==> config.mk <==
export PLATFORM = sky130hd
export DESIGN_NAME = virtio_vq_event_arb
export DESIGN_NICKNAME = d
export VERILOG_FILES = /design/src/rtl/virtio_vq_pkg.sv /design/src/rtl/virtio_vq_event_arb_rr_arb.sv /design/src/rtl/virtio_vq_event_arb.sv
export SDC_FILE = /design/constraint.sdc
export NUM_CORES = 1
export LEC_CHECK = 0
export CAP_MARGIN = 20
export CORE_UTILIZATION = 45
export DETAILED_ROUTE_END_ITERATION = 8
export PLACE_DENSITY = 0.71
export SLEW_MARGIN = 20
export SYNTH_ARGS = -nofsm -noshare
export SYNTH_HDL_FRONTEND = slang
export SYNTH_SLANG_ARGS = --single-unit
==> constraint.sdc <==
create_clock -name clk -period 9.7 [get_ports clk]
set_input_delay 2.91 -clock clk [delete_from_list [all_inputs] [get_ports clk]]
set_output_delay 2.91 -clock clk [all_outputs]
set_load 0.05 [all_outputs]
==> src/rtl/virtio_vq_pkg.sv <==
// virtio_vq_pkg: shared stage ids, default widths and queue-id type for the virtqueue event tracker
package virtio_vq_pkg;
  localparam int STG_NOTIFY = 0;
  localparam int STG_AVAIL = 1;
  localparam int STG_USED = 2;
  localparam int DEF_NUM_QUEUES = 3;
  localparam int DEF_NUM_STAGES = 3;
  localparam int DEF_IDX_W = 16;
  localparam int DEF_Q_SIZE = 256;
  localparam int DEF_CNT_W = 16;
  localparam int DEF_QID_W = (DEF_NUM_QUEUES > 1) ? $clog2(DEF_NUM_QUEUES) : 1;
  typedef logic [DEF_QID_W-1:0] qid_t;
endpackage

==> src/rtl/virtio_vq_event_arb_rr_arb.sv <==
// vq_rr_arb: one stage's output slot, fed round-robin from the next-state pending flags
module vq_rr_arb #(
  parameter int NQ = 3,
  parameter int QW = 2
) (
  input  logic          clk,
  input  logic          rst_n,
  input  logic          soft_clr,
  input  logic [NQ-1:0] pend_nxt_i,
  input  logic          ready_i,
  output logic          valid_o,
  output logic [QW-1:0] qid_o
);
  logic          valid_q, valid_d, hs;
  logic [QW-1:0] qid_q, qid_d, rr_ptr_q, rr_ptr_d;
  int            j;
  assign hs = valid_q & ready_i;
  assign valid_o = valid_q;
  assign qid_o = qid_q;
  // advance the pointer past an accepted queue and reload the slot when it frees up
  always_comb begin
    rr_ptr_d = hs ? ((qid_q == QW'(NQ-1)) ? '0 : qid_q + QW'(1)) : rr_ptr_q;
    valid_d = valid_q;
    qid_d = qid_q;
    j = 0;
    if (!valid_q || hs) begin
      valid_d = 1'b0;
      qid_d = '0;
      for (int i = NQ-1; i >= 0; i--) begin
        j = int'(rr_ptr_d) + i;
        if (j >= NQ) j -= NQ;
        if (pend_nxt_i[j]) begin
          valid_d = 1'b1;
          qid_d = QW'(j);
        end
      end
    end
  end
  // slot and pointer registers
  always_ff @(posedge clk or negedge rst_n) begin
    if (!rst_n) begin
      valid_q <= 1'b0;
      qid_q <= '0;
      rr_ptr_q <= '0;
    end else if (soft_clr) begin
      valid_q <= 1'b0;
      qid_q <= '0;
      rr_ptr_q <= '0;
    end else begin
      valid_q <= valid_d;
      qid_q <= qid_d;
      rr_ptr_q <= rr_ptr_d;
    end
  end
endmodule

==> src/rtl/virtio_vq_event_arb.sv <==
// virtio_vq_event_arb: per-(stage,queue) pending flags with coalescing, round-robin event arbitration and ring-index tracking
module virtio_vq_event_arb import virtio_vq_pkg::*; #(
  parameter int NUM_QUEUES = DEF_NUM_QUEUES,
  parameter int NUM_STAGES = DEF_NUM_STAGES,
  parameter int QID_W = (NUM_QUEUES > 1) ? $clog2(NUM_QUEUES) : 1,
  parameter int IDX_W = DEF_IDX_W,
  parameter int Q_SIZE = DEF_Q_SIZE,
  parameter int CNT_W = DEF_CNT_W
) (
  input  logic                             clk,
  input  logic                             csr_rst_n,
  input  logic                             soft_clr,
  input  logic [NUM_STAGES*NUM_QUEUES-1:0] set_i,
  output logic [NUM_STAGES-1:0]            evt_valid_o,
  output logic [NUM_STAGES*QID_W-1:0]      evt_qid_o,
  input  logic [NUM_STAGES-1:0]            evt_ready_i,
  output logic [NUM_STAGES*NUM_QUEUES-1:0] pending_o,
  output logic [NUM_STAGES*CNT_W-1:0]      coalesce_cnt_o,
  input  logic                             avail_idx_we_i,
  input  logic [QID_W-1:0]                 avail_idx_qid_i,
  input  logic [IDX_W-1:0]                 avail_idx_i,
  input  logic                             consume_i,
  input  logic [QID_W-1:0]                 consume_qid_i,
  output logic [NUM_QUEUES*IDX_W-1:0]      next_avail_idx_o,
  output logic [NUM_QUEUES-1:0]            work_avail_o,
  output logic [NUM_QUEUES-1:0]            idx_err_o
);
  localparam int NS = NUM_STAGES;
  localparam int NQ = NUM_QUEUES;
  logic [NS*NQ-1:0] pend_q, pend_d, hs;
  logic [NS*CNT_W-1:0] cnt_q, cnt_d;
  logic [NQ*IDX_W-1:0] shd_q, shd_d, nai_q, nai_d;
  logic [NQ-1:0] err_q, err_d;
  logic [CNT_W:0] acc;
  logic [IDX_W-1:0] od;
  assign pending_o = pend_q;
  assign coalesce_cnt_o = cnt_q;
  assign next_avail_idx_o = nai_q;
  assign idx_err_o = err_q;
  // decode which (stage, queue) completes a handshake this cycle
  always_comb begin
    hs = '0;
    for (int s = 0; s < NS; s++)
      for (int q = 0; q < NQ; q++)
        hs[s*NQ+q] = evt_valid_o[s] & evt_ready_i[s] & (evt_qid_o[s*QID_W +: QID_W] == QID_W'(q));
  end
  // set beats handshake clear; a set that lands on a still-pending flag is counted as coalesced
  always_comb begin
    pend_d = pend_q;
    cnt_d = cnt_q;
    acc = '0;
    for (int s = 0; s < NS; s++) begin
      acc = {1'b0, cnt_q[s*CNT_W +: CNT_W]};
      for (int q = 0; q < NQ; q++) begin
        pend_d[s*NQ+q] = set_i[s*NQ+q] | (pend_q[s*NQ+q] & ~hs[s*NQ+q]);
        acc = acc + {{CNT_W{1'b0}}, set_i[s*NQ+q] & pend_q[s*NQ+q] & ~hs[s*NQ+q]};
      end
      cnt_d[s*CNT_W +: CNT_W] = acc[CNT_W] ? '1 : acc[CNT_W-1:0];
    end
  end
  // shadow writes, consume advance and sticky overrun; out-of-range qids never match a queue
  always_comb begin
    shd_d = shd_q;
    nai_d = nai_q;
    err_d = err_q;
    work_avail_o = '0;
    od = '0;
    for (int q = 0; q < NQ; q++) begin
      if (avail_idx_we_i && avail_idx_qid_i == QID_W'(q)) shd_d[q*IDX_W +: IDX_W] = avail_idx_i;
      nai_d[q*IDX_W +: IDX_W] = nai_q[q*IDX_W +: IDX_W] + IDX_W'(consume_i && consume_qid_i == QID_W'(q));
      od = shd_d[q*IDX_W +: IDX_W] - nai_d[q*IDX_W +: IDX_W];
      err_d[q] = err_q[q] | (od > IDX_W'(Q_SIZE));
      work_avail_o[q] = shd_q[q*IDX_W +: IDX_W] != nai_q[q*IDX_W +: IDX_W];
    end
  end
  // state registers
  always_ff @(posedge clk or negedge csr_rst_n) begin
    if (!csr_rst_n) begin
      pend_q <= '0;
      cnt_q <= '0;
      shd_q <= '0;
      nai_q <= '0;
      err_q <= '0;
    end else if (soft_clr) begin
      pend_q <= '0;
      cnt_q <= '0;
      shd_q <= '0;
      nai_q <= '0;
      err_q <= '0;
    end else begin
      pend_q <= pend_d;
      cnt_q <= cnt_d;
      shd_q <= shd_d;
      nai_q <= nai_d;
      err_q <= err_d;
    end
  end
  for (genvar s = 0; s < NS; s++) begin : g_stg
    vq_rr_arb #(.NQ(NQ), .QW(QID_W)) u_arb (
      .clk(clk),
      .rst_n(csr_rst_n),
      .soft_clr(soft_clr),
      .pend_nxt_i(pend_d[s*NQ +: NQ]),
      .ready_i(evt_ready_i[s]),
      .valid_o(evt_valid_o[s]),
      .qid_o(evt_qid_o[s*QID_W +: QID_W])
    );
  end
endmodule
# After elaboration in Yosys (flattened, before gate mapping)
# Cells that the tools add are included.
# Widths: inputs -> output; s select.
word_totals:
  regBits: 171
  in_bits: 37
  output_inout_bits: 120
op_classes:
  bitwise_logic: 60
  muxes: 95
  magnitude_cmp: 21
  n_eq_ne: 13
  reduce_logical: 20
  add_sub_neg: 33
ops:
  columns: ["op", "count"]
  rows:
  - ["$mux 32", 18]
  - ["$lt 32x4->1 const B", 9]
  - ["$ge 32x3->1 const B", 6]
  - ["$sub 32x3->32 const B", 6]
  - ["$mux 48", 3]
  - ["$add 17x1->17", 6]
  - ["$mux 16", 6]
  - ["$add 16x1->17", 3]
  - ["$add 16x1->16", 3]
  - ["$gt 16x9->1 const B", 3]
  - ["$mux 2", 24]
  - ["$ne 16x16->1", 3]
  - ["$sub 16x16->16", 3]
  - ["$and 1x1->1", 39]
  - ["$mux 1", 33]
  - ["$bmux 1 s2", 9]
  - ["$or 1x1->1", 12]
  - ["$eq 2x1->1 const B", 5]
  - ["$eq 2x2->1 const B", 5]
  - ["$logic_not 2->1", 5]
  - ["$add 2x1->3 const B", 3]
  - ["$add 2x2->3 const B", 3]
  - ["$mux 9", 1]
  - ["$not 1->1", 9]
  - ["other kinds (8)", 25]

# Longest topological paths before layout
# Gate-level depths: netlist (run 1).
depth:
  word_depth: 15
  depth_mapped: 17
  mapped_depth_nobuf: 16

# By module
# A second synthesis (run 1) with hierarchy kept.
hier_totals:
  cells_unflattened: 1132
  hier_area_um2: 10872.9
modules_own_cells:
  columns: ["mod", "cells_each", "n_inst", "seq_area_each_um2", "area_each_um2"]
  rows:
  - ["virtio_vq_event_arb", 1054, 1, 3903.7, 10073.4]
  - ["vq_rr_arb", 26, 3, 125.1, 266.5]

# Least setup slack after synthesis (run 1)
# No wires, ideal clock.
synth_timing:
  path_type: "input to register"
  start: "input avail_idx_qid_i[1]"
  end: "register err_q[0] (netlist: idx_err_o[0])"
  arrival_time_ns: 5.803
  slack_ns: 3.755
  path_stages: 14
  path_buffers: 1
  setup_ns: 0.142
  cell_sequence: "nor3b_2 clkbuf_1 mux2i_1 ha_1 inv_1 fa_1 a21oi_1 o211ai_1 o211ai_1 a21oi_1 a221oi_1 xnor2_1 nor3_1 a41oi_1"
synth_via:
  elab_chain_len: 7
synth_lines:
  columns: ["element", "line_no", "rtl"]
  rows:
  - ["start: declaration", "virtio_vq_event_arb.sv:20", "input logic [QID_W-1:0] avail_idx_qid_i,"]
  - ["$logic_not 2->1", "virtio_vq_event_arb.sv:69", "if (avail_idx_we_i && avail_idx_qid_i == QID_W'(q)) shd_d[q*IDX_W +: IDX_W] = avail_idx_i;"]
  - ["$logic_and 1x1->1", "virtio_vq_event_arb.sv:69", null]
  - ["$mux 16", "virtio_vq_event_arb.sv:69", null]
  - ["$sub 16x16->16", "virtio_vq_event_arb.sv:71", "od = shd_d[q*IDX_W +: IDX_W] - nai_d[q*IDX_W +: IDX_W];"]
  - ["$gt 16x9->1", "virtio_vq_event_arb.sv:72", "err_d[q] = err_q[q] | (od > IDX_W'(Q_SIZE));"]
  - ["$or 1x1->1", "virtio_vq_event_arb.sv:72", null]
  - ["$mux 3", "virtio_vq_event_arb.sv:84", "end else if (soft_clr) begin"]
  - ["end signal: assignment", "virtio_vq_event_arb.sv:95", "err_q <= err_d;"]
  - ["end: declaration", "virtio_vq_event_arb.sv:33", "logic [NQ-1:0] err_q, err_d;"]
# Every way passes these cells.
# A chain may end at the register's enable or synchronous reset.

# Final worst setup path (run 1)
layout_timing:
  start: "input avail_idx_qid_i[1]"
  end: "register err_q[1] (netlist: idx_err_o[1])"
layout_via:
  elab_chain_len: 7
layout_lines:
  columns: ["element", "line_no"]
  rows:
  - ["$eq 2x1->1", "virtio_vq_event_arb.sv:69"]
  - ["$logic_and 1x1->1", "virtio_vq_event_arb.sv:69"]
  - ["$mux 16", "virtio_vq_event_arb.sv:69"]
  - ["$sub 16x16->16", "virtio_vq_event_arb.sv:71"]
  - ["$gt 16x9->1", "virtio_vq_event_arb.sv:72"]
  - ["$or 1x1->1", "virtio_vq_event_arb.sv:72"]
  - ["$mux 3", "virtio_vq_event_arb.sv:84"]
# Every way passes these cells.

==> results of run 1 <==
[sequential cells by signal (all words and copies together), names as in the netlist]
name,cells
g_stg.u_arb.valid_o,3
next_avail_idx_o,48
idx_err_o,3
pending_o,9
g_stg.u_arb.qid_o,6
g_stg.u_arb.rr_ptr_q,6
shd_q,48
coalesce_cnt_o,48
[power by group through the flow]
stage / logic [mW] / registers (mW) / clock network, mW
after floorplan: 0.280 / 0.813 / 0
after global placement: 0.448 / 0.771 / 0
after detailed placement: 0.456 / 0.772 / 0
after CTS: 0.459 / 0.759 / 0.724
after global routing: 0.502 / 0.762 / 0.751
final: 0.459 / 0.759 / 0.705
[layer usage]
metal / vias up / GRT usage (%) / share of wire [%]
met5: - / 0 / 0
met2: 257 / 35.31 / 46
met3: 25 / 4.793 / 6.0
met1: 4430 / 32.15 / 47
li1: 4449 / - / -
met4: 0 / 6.075 / 1.2
[final timing paths]
kind                                       startpoint                    endpoint  slack (ns)  cells past startpoint
max                                avail_idx_qid_i[1]                idx_err_o[1]        3.21                     12
min                        g_stg[0].u_arb.rr_ptr_q[0]  g_stg[0].u_arb.rr_ptr_q[0]        0.56                      2
max reg2reg                   g_stg[1].u_arb.qid_o[1]          coalesce_cnt_o[22]        5.84                     12
min reg2reg                g_stg[0].u_arb.rr_ptr_q[0]  g_stg[0].u_arb.rr_ptr_q[0]        0.56                      2
max in group asynchronous                   csr_rst_n        next_avail_idx_o[14]        5.45                      3
min in group asynchronous                   csr_rst_n          coalesce_cnt_o[43]        2.49                      1
[layout by cell type (no fill, tap or decap), types with 5 or more instances in the layout]
cell type | Yosys | final
sky130_fd_sc_hd__and3_1 | 15 | 15
sky130_fd_sc_hd__a21o_1 | 9 | 9
sky130_fd_sc_hd__ha_1 | 63 | 63
sky130_fd_sc_hd__nand2_1 | 65 | 65
sky130_fd_sc_hd__mux2i_1 | 12 | 12
sky130_fd_sc_hd__o22ai_1 | 7 | 7
sky130_fd_sc_hd__nor2b_1 | 57 | 57
sky130_fd_sc_hd__mux2_2 | 44 | 44
sky130_fd_sc_hd__xnor2_1 | 46 | 46
sky130_fd_sc_hd__nor3_1 | 19 | 19
sky130_fd_sc_hd__o21ai_1 | 6 | 6
sky130_fd_sc_hd__nor2_1 | 141 | 141
sky130_fd_sc_hd__or3_1 | 6 | 6
sky130_fd_sc_hd__inv_1 | 43 | 43
sky130_fd_sc_hd__and4_1 | 6 | 6
sky130_fd_sc_hd__nor4_1 | 14 | 14
sky130_fd_sc_hd__a211oi_1 | 8 | 8
sky130_fd_sc_hd__inv_6 | 0 | 5
sky130_fd_sc_hd__dfrtp_1 | 171 | 171
sky130_fd_sc_hd__clkbuf_16 | 0 | 17
sky130_fd_sc_hd__xor2_1 | 101 | 101
sky130_fd_sc_hd__o21ai_0 | 29 | 29
sky130_fd_sc_hd__a31oi_1 | 9 | 9
sky130_fd_sc_hd__o211ai_1 | 7 | 7
sky130_fd_sc_hd__a22oi_1 | 5 | 5
sky130_fd_sc_hd__clkdlybuf4s50_1 | 0 | 154
sky130_fd_sc_hd__and2_1 | 8 | 8
sky130_fd_sc_hd__a21oi_1 | 99 | 99
sky130_fd_sc_hd__nand2b_1 | 9 | 9
sky130_fd_sc_hd__nand3_1 | 39 | 39
sky130_fd_sc_hd__nand4_1 | 22 | 22
sky130_fd_sc_hd__fa_1 | 9 | 9
[cell families (layout without fill, tap and decap cells)]
logic type | Yosys count | in the layout | synth area share, %
DFF | 171 | 171 | 38.58
buffers and inverters | 84 | 236 | 2.956
and+or+nand+nor | 426 | 426 | 19.51
muxes | 56 | 56 | 5.551
AOI/OAI and AO/OA | 229 | 229 | 12.97
xor gates and xnor gates | 147 | 147 | 11.61
adders and majority gates | 73 | 73 | 8.822
[metrics by stage]
| step | setup slack (ns) | hold slack, ns | total power [mW] |
|---|---|---|---|
| final | 3.213 | 0.5552 | 1.922 |
| after CTS | 3.230 | 0.5515 | 1.941 |
| after global placement | 2.828 | 0.5177 | 1.219 |
| after global routing | 2.880 | 0.5910 | 2.016 |
| after floorplan | 3.755 | 0.4960 | 1.093 |
| after detailed placement | 2.766 | 0.5368 | 1.228 |
[final cells by class]
class                   count  area (µm²)
clock inverters            14       168.9
multi-input cells         931        6484
flip-flops and latches    171        4279
fillers                  2175       10720
inverters                  44       165.2
repair buffers            160        1594
clock buffers              18       429.2
well taps                 324       405.4
[critical path, cell delays in order]
cell                              delay (ns)
sky130_fd_sc_hd__clkdlybuf4s50_1        0.47
sky130_fd_sc_hd__nand3b_1               0.72
sky130_fd_sc_hd__mux2_2                 0.55
sky130_fd_sc_hd__ha_1                   0.39
sky130_fd_sc_hd__nand3_2                0.11
sky130_fd_sc_hd__a21oi_2                0.04
sky130_fd_sc_hd__o41a_1                 0.39
sky130_fd_sc_hd__a311o_1                0.41
sky130_fd_sc_hd__a211oi_2               0.30
sky130_fd_sc_hd__o31ai_1                0.15
sky130_fd_sc_hd__xnor2_1                0.18
sky130_fd_sc_hd__a41oi_1                0.12
==> metrics.txt, run 1 <==
# TYPE chip_impl_metric gauge
chip_impl_metric{name="netlist-cell-type-count",unit=""} 72
chip_impl_metric{name="cell_row_count",unit=""} 57
chip_impl_metric{name="mappedNetlistNets",unit=""} 1295
chip_impl_info{name="netlist_top_cells_count",value="sky130_fd_sc_hd__dfrtp_1 (171), sky130_fd_sc_hd__nor2_1 (141), sky130_fd_sc_hd__xor2_1 (101), sky130_fd_sc_hd__a21oi_1 (99), sky130_fd_sc_hd__nand2_1 (65)"} 1
chip_impl_metric{name="fp.dieArea",unit="mm²"} 0.02528
chip_impl_info{name="worst_hold_path_type",value="register to register"} 1
chip_impl_metric{name="timing.slew.headroom",unit="%"} 40.16
chip_impl_metric{name="post-route-period-util",unit="%"} 66.88
chip_impl_metric{name="finClkSkew",unit="ns"} 0.01135
chip_impl_metric{name="grt_max_degree",unit=""} 104
chip_impl_info{name="setup.worst_path.start_class",value="primary input"} 1
chip_impl_metric{name="initial_core_util",unit="%"} 45.74
chip_impl_metric{name="vdd_ir_drop_max",unit="µV"} 106.3
chip_impl_metric{name="internal_power_of_the_cells",unit="mW"} 1.289
chip_impl_metric{name="drc",unit=""} 0
chip_impl_metric{name="grt.total_usage",unit="%"} 22.73
chip_impl_info{name="criticalPathCategory",value="primary input to register"} 1
chip_impl_metric{name="dp_hpwl",unit="µm"} 20880
chip_impl_metric{name="post_drt_via_cell_ratio",unit=""} 5.512
chip_impl_metric{name="die-height",unit="µm"} 159.0
chip_impl_info{name="rsz0062_at_grt",value="false"} 1
chip_impl_metric{name="wirelength",unit="µm"} 28570
chip_impl_metric{name="final_layout_size_suffix_gt1_share",unit="%"} 7.324
chip_impl_metric{name="postPlaceCellArea",unit="mm²"} 0.01292
chip_impl_info{name="synthDominantAreaCellType",value="sky130_fd_sc_hd__dfrtp_1"} 1
chip_impl_metric{name="dr_total_vias",unit=""} 9161
chip_impl_metric{name="drtAntennaViolNets",unit=""} 0
chip_impl_metric{name="clockBufferDepth",unit=""} 2
chip_impl_metric{name="p_comb_share",unit="%"} 23.9
chip_impl_metric{name="finalCriticalPeriod",unit="ns"} 6.487
chip_impl_metric{name="syn-mean-instance-area",unit="µm²"} 9.351
chip_impl_metric{name="grt_antenna_before_repair",unit=""} 0
chip_impl_metric{name="insertedDiodeCount",unit=""} 0
chip_impl_metric{name="clk_latency",unit="ns"} 0.43
chip_impl_metric{name="post_cts.resized_instances",unit=""} 0
chip_impl_metric{name="numCtsBuffers",unit=""} 17
chip_impl_metric{name="coreArea",unit="mm²"} 0.02425
chip_impl_metric{name="synth-async-reset-ratio",unit="%"} 100.0
chip_impl_metric{name="tightest_slew",unit="ns"} 0.8949
chip_impl_metric{name="crit_fanout",unit=""} 16
chip_impl_metric{name="final_max_slew_viol_count",unit=""} 0
chip_impl_metric{name="power.density",unit="mW/mm²"} 142.1
chip_impl_metric{name="synth.yosys.seq_area_share",unit="%"} 38.58
chip_impl_metric{name="clock.fmax",unit="MHz"} 154.2
chip_impl_metric{name="cts_hold_buffers",unit=""} 0
chip_impl_metric{name="place.gp.congestion",unit=""} 0.9136
chip_impl_metric{name="ys_seq_elements",unit=""} 171
chip_impl_metric{name="total_switching_power",unit="mW"} 0.6335
chip_impl_metric{name="fin_tns_setup",unit="ns"} 0
chip_impl_info{name="yosys_most_used_dff",value="sky130_fd_sc_hd__dfrtp_1"} 1
chip_impl_metric{name="p_sw_share",unit="%"} 32.96
chip_impl_info{name="yosys.cell_count.top_type",value="sky130_fd_sc_hd__dfrtp_1"} 1
chip_impl_metric{name="dp.cells",unit=""} 1630
chip_impl_metric{name="static-leakage-power",unit="nW"} 6.178
chip_impl_metric{name="timing.max_cap.violations",unit=""} 0
chip_impl_metric{name="placement.io_buffers",unit=""} 156
chip_impl_metric{name="post-synth-top-area-fraction",unit="%"} 38.58
chip_impl_metric{name="post_cts_buffers",unit=""} 0
chip_impl_info{name="cts_tree",value="done"} 1
chip_impl_metric{name="first_pass_grt_wire_length",unit="µm"} 46130
chip_impl_metric{name="detail_route.iter0.violations",unit=""} 504
chip_impl_metric{name="cts.clk_slew.worst_paths",unit="ns"} 0.07
chip_impl_metric{name="final_hold_viol_count",unit=""} 0
chip_impl_metric{name="grt_pass1_vias",unit=""} 8716
chip_impl_metric{name="instance_count_of_the_mapped_netlist",unit=""} 1186
chip_impl_metric{name="firstDrtPassIters",unit=""} 7
chip_impl_metric{name="clkPwrFrac",unit="%"} 36.7
chip_impl_metric{name="die_w",unit="µm"} 159.0
chip_impl_info{name="run_status",value="finished clean"} 1
chip_impl_metric{name="power.share.sequential",unit="%"} 39.5
chip_impl_metric{name="route.detailed.wl_per_inst",unit="µm"} 17.19
chip_impl_metric{name="cts_num_sinks",unit=""} 171
chip_impl_metric{name="final_cell_count_no_fill",unit=""} 1662
chip_impl_metric{name="edff_count_synth",unit=""} 0
chip_impl_metric{name="boundaryPins",unit=""} 157
chip_impl_metric{name="areaGrowthSynthToFinish",unit="%"} 21.95
chip_impl_metric{name="htree_depth",unit=""} 4
chip_impl_metric{name="ys_warn_count",unit=""} 0
chip_impl_metric{name="final_standard_cell_area_without_fillers",unit="mm²"} 0.01353
chip_impl_info{name="worstSetupEndpointType",value="register"} 1
chip_impl_info{name="clk_root_buffer_cell",value="sky130_fd_sc_hd__clkbuf_16"} 1
chip_impl_metric{name="setup_viol",unit=""} 0
chip_impl_metric{name="area_of_the_mapped_netlist",unit="mm²"} 0.01109
chip_impl_metric{name="required_time_of_the_critical_path",unit="ns"} 9.97
chip_impl_metric{name="grt_overflow",unit=""} 0
chip_impl_metric{name="layout.nets",unit=""} 1434
chip_impl_info{name="synthTopCellsByArea",value="sky130_fd_sc_hd__dfrtp_1 (39%), sky130_fd_sc_hd__xor2_1 (8.0%), sky130_fd_sc_hd__ha_1 (7.1%), sky130_fd_sc_hd__nor2_1 (4.8%), sky130_fd_sc_hd__a21oi_1 (4.5%)"} 1
chip_impl_metric{name="worst-endpoint-arrival",unit="ns"} 6.75
chip_impl_metric{name="finish.utilization",unit="%"} 55.78
Note: power is estimated with default switching activity, not from simulation.
==> run 2, diff against run 1 <==
==> constraint.sdc (replaced) <==
create_clock -name clk -period 6.4 [get_ports clk]
set_input_delay 1.92 -clock clk [delete_from_list [all_inputs] [get_ports clk]]
set_output_delay 1.92 -clock clk [all_outputs]
set_load 0.05 [all_outputs]
==> run 2 against run 1 <==
  * Total power grew 51%
  * Final cell count grew 0.18%
  * Global-route usage grew 0.13 points
  * Worst hold slack lost 0.0018 ns
  * First-iteration DRC count grew 29%
  * Clock power grew 50%
  * Non-clock buffer count grew 3
  * Final area grew 0.13%
==> metrics.txt, run 2 (synthesized netlist as in run 1, its figures left out) <==
# TYPE chip_impl_metric gauge
chip_impl_metric{name="drc",unit=""} 0
chip_impl_info{name="worstSetupEndpointType",value="register"} 1
chip_impl_info{name="cts_tree",value="done"} 1
chip_impl_metric{name="p_sw_share",unit="%"} 32.94
chip_impl_info{name="mostFrequentLayoutCell",value="sky130_fd_sc_hd__dfrtp_1"} 1
chip_impl_metric{name="final_cell_count_no_fill",unit=""} 1665
chip_impl_metric{name="htree_depth",unit=""} 4
chip_impl_metric{name="grt.total_usage",unit="%"} 22.86
chip_impl_metric{name="numCtsBuffers",unit=""} 17
chip_impl_info{name="clk_root_buffer_cell",value="sky130_fd_sc_hd__clkbuf_16"} 1
chip_impl_info{name="worst_hold_path_type",value="register to register"} 1
chip_impl_metric{name="coreArea",unit="mm²"} 0.02425
chip_impl_metric{name="wl_met3",unit="µm"} 1830
chip_impl_metric{name="static-leakage-power",unit="nW"} 6.191
chip_impl_info{name="layout.cells.most_common_list",value="sky130_fd_sc_hd__dfrtp_1 (171), sky130_fd_sc_hd__clkdlybuf4s50_1 (154), sky130_fd_sc_hd__nor2_1 (141), sky130_fd_sc_hd__xor2_1 (101), sky130_fd_sc_hd__a21oi_1 (99)"} 1
chip_impl_metric{name="worst-endpoint-arrival",unit="ns"} 5.61
chip_impl_metric{name="p_comb_share",unit="%"} 23.8
chip_impl_metric{name="grt_max_degree",unit=""} 89
chip_impl_metric{name="initial_core_util",unit="%"} 45.74
chip_impl_metric{name="drtAntennaViolNets",unit=""} 0
chip_impl_metric{name="dp_slack",unit="ns"} 0.6481
chip_impl_metric{name="nFillCells",unit=""} 2172
chip_impl_metric{name="post_cts_buffers",unit=""} 0
chip_impl_metric{name="cell_row_count",unit=""} 57
chip_impl_metric{name="setup_viol",unit=""} 0
chip_impl_metric{name="wirelength",unit="µm"} 28570
chip_impl_metric{name="worst_r2r_path_depth",unit=""} 12
chip_impl_metric{name="power.share.sequential",unit="%"} 39.6
chip_impl_metric{name="fin_tns_setup",unit="ns"} 0
chip_impl_metric{name="die_w",unit="µm"} 159.0
chip_impl_metric{name="timing.slew.headroom",unit="%"} 43.37
chip_impl_info{name="setup.worst_path.start_class",value="primary input"} 1
chip_impl_metric{name="insertedDiodeCount",unit=""} 0
chip_impl_metric{name="m1WireLength",unit="µm"} 13300
chip_impl_info{name="routed.top_layer",value="met4"} 1
chip_impl_metric{name="final_max_slew_viol_count",unit=""} 0
chip_impl_metric{name="finalCriticalPeriod",unit="ns"} 5.328
chip_impl_metric{name="dp_hpwl",unit="µm"} 20990
chip_impl_info{name="run_status",value="finished clean"} 1
chip_impl_metric{name="post-route-period-util",unit="%"} 83.25
chip_impl_metric{name="timing.max_cap.violations",unit=""} 0
chip_impl_metric{name="grt_antenna_before_repair",unit=""} 0
chip_impl_metric{name="final_hold_viol_count",unit=""} 0
chip_impl_metric{name="place.gp.congestion",unit=""} 0.9307
chip_impl_metric{name="detail_route.iter0.violations",unit=""} 650
chip_impl_metric{name="post_cts.resized_instances",unit=""} 0
chip_impl_metric{name="worst_slack",unit="ns"} 1.072
chip_impl_metric{name="clockBufferDepth",unit=""} 2
chip_impl_metric{name="route.detailed.wl_per_inst",unit="µm"} 17.16
chip_impl_metric{name="crit_fanout",unit=""} 6
chip_impl_metric{name="whs_path_depth",unit=""} 2
chip_impl_metric{name="dr_total_vias",unit=""} 9256
chip_impl_metric{name="die-height",unit="µm"} 159.0
chip_impl_metric{name="cts_num_sinks",unit=""} 171
chip_impl_metric{name="dp.cells",unit=""} 1633
chip_impl_metric{name="boundaryPins",unit=""} 157
chip_impl_metric{name="power.density",unit="mW/mm²"} 214.8
chip_impl_metric{name="required_time_of_the_critical_path",unit="ns"} 6.68
chip_impl_metric{name="grt_pass1_vias",unit=""} 8898
chip_impl_metric{name="areaGrowthSynthToFinish",unit="%"} 22.11
chip_impl_metric{name="clkPwrFrac",unit="%"} 36.6
chip_impl_metric{name="met2_length",unit="µm"} 12930
chip_impl_info{name="rsz0062_at_grt",value="false"} 1
chip_impl_metric{name="grt_overflow",unit=""} 0
chip_impl_metric{name="tightest_slew",unit="ns"} 0.8494
chip_impl_metric{name="layout.nets",unit=""} 1437
chip_impl_metric{name="cts.clk_slew.worst_paths",unit="ns"} 0.08
chip_impl_metric{name="final_layout_size_suffix_gt1_share",unit="%"} 7.606
chip_impl_metric{name="placement.io_buffers",unit=""} 156
chip_impl_metric{name="vdd_ir_drop_max",unit="µV"} 152.3
chip_impl_metric{name="total_switching_power",unit="mW"} 0.9579
chip_impl_metric{name="first_pass_grt_wire_length",unit="µm"} 46400
chip_impl_metric{name="firstDrtPassIters",unit=""} 6
chip_impl_metric{name="internal_power_of_the_cells",unit="mW"} 1.951
chip_impl_metric{name="post_drt_via_cell_ratio",unit=""} 5.559
chip_impl_metric{name="cts_hold_buffers",unit=""} 0
chip_impl_metric{name="finClkSkew",unit="ns"} 0.01245
chip_impl_info{name="criticalPathCategory",value="primary input to register"} 1
chip_impl_metric{name="clk_latency",unit="ns"} 0.44
chip_impl_metric{name="fp.dieArea",unit="mm²"} 0.02528
chip_impl_metric{name="clock.fmax",unit="MHz"} 187.7
==> run 2: cell count changes in the layout (fill, tap and decap cells not counted), sizes merged <==
| cell | change |
|---|---|
| inv | -1 |
| buf | +3 |
| clkinv | +2 |
| clkbuf | -1 |
==> run 2: worst paths after layout <==
kind | from | endpoint | slack, ns
min in group asynchronous | csr_rst_n | coalesce_cnt_o[44] | 1.56
setup reg to reg | g_stg[1].u_arb.valid_o | coalesce_cnt_o[22] | 2.60
hold / removal | g_stg[0].u_arb.rr_ptr_q[0] | g_stg[0].u_arb.rr_ptr_q[0] | 0.55
max in group asynchronous | csr_rst_n | next_avail_idx_o[40] | 3.70
hold reg to reg | g_stg[0].u_arb.rr_ptr_q[0] | g_stg[0].u_arb.rr_ptr_q[0] | 0.55
setup / recovery | consume_qid_i[0] | idx_err_o[1] | 1.07
==> run 2: area by class of cell <==
type,instances,area (µm²),share of cell area [%]
clock buffers,17,425.4,3.141
clock inverters,15,171.4,1.266
inverters,44,165.2,1.220
multi-input cells,931,6484,47.88
flip-flops and latches,171,4279,31.60
well taps,324,405.4,2.993
repair buffers,163,1613,11.91
==> run 2: per-layer routing <==
| metal | up-vias | GRT usage (%) |
|---|---|---|
| met5 | - | 0 |
| met3 | 39 | 4.663 |
| li1 | 4456 | - |
| met2 | 281 | 35.63 |
| met1 | 4480 | 32.17 |
| met4 | 0 | 6.600 |
==> run 2: power groups by stage <==
stage,Clock [mW],Combinational (mW),Sequential [mW]
CTS,1.09,0.694,1.15
finish,1.06,0.693,1.15
global placement,0,0.681,1.17
detailed placement,0,0.691,1.17
floorplan,0,0.425,1.23
global route,1.14,0.765,1.16
==> run 2: through the flow <==
stage	total power [mW]	cell area, µm²	util, %	hold WS, ns
2_1_floorplan	1.657	11090	-	0.4960
3_3_place_gp	1.853	12950	53.39	0.5197
3_5_place_dp	1.862	12950	53.39	0.5349
4_1_cts	2.931	13540	55.85	0.5493
5_1_grt	3.057	13540	55.85	0.5927
6_report	2.908	13540	55.85	0.5534
==> run 2: critical path: stages <==
cell                              delay, ns
sky130_fd_sc_hd__clkdlybuf4s50_1       0.50
sky130_fd_sc_hd__nand2_1               0.06
sky130_fd_sc_hd__nor2_1                0.29
sky130_fd_sc_hd__ha_1                  0.24
sky130_fd_sc_hd__and3_1                0.24
sky130_fd_sc_hd__nand2_1               0.10
sky130_fd_sc_hd__xor2_1                0.23
sky130_fd_sc_hd__ha_1                  0.34
sky130_fd_sc_hd__nand3_2               0.10
sky130_fd_sc_hd__a21oi_2               0.04
sky130_fd_sc_hd__o41a_1                0.39
sky130_fd_sc_hd__a311o_1               0.42
sky130_fd_sc_hd__a211oi_2              0.28
sky130_fd_sc_hd__o31ai_1               0.14
sky130_fd_sc_hd__xnor2_1               0.17
sky130_fd_sc_hd__a41oi_1               0.14
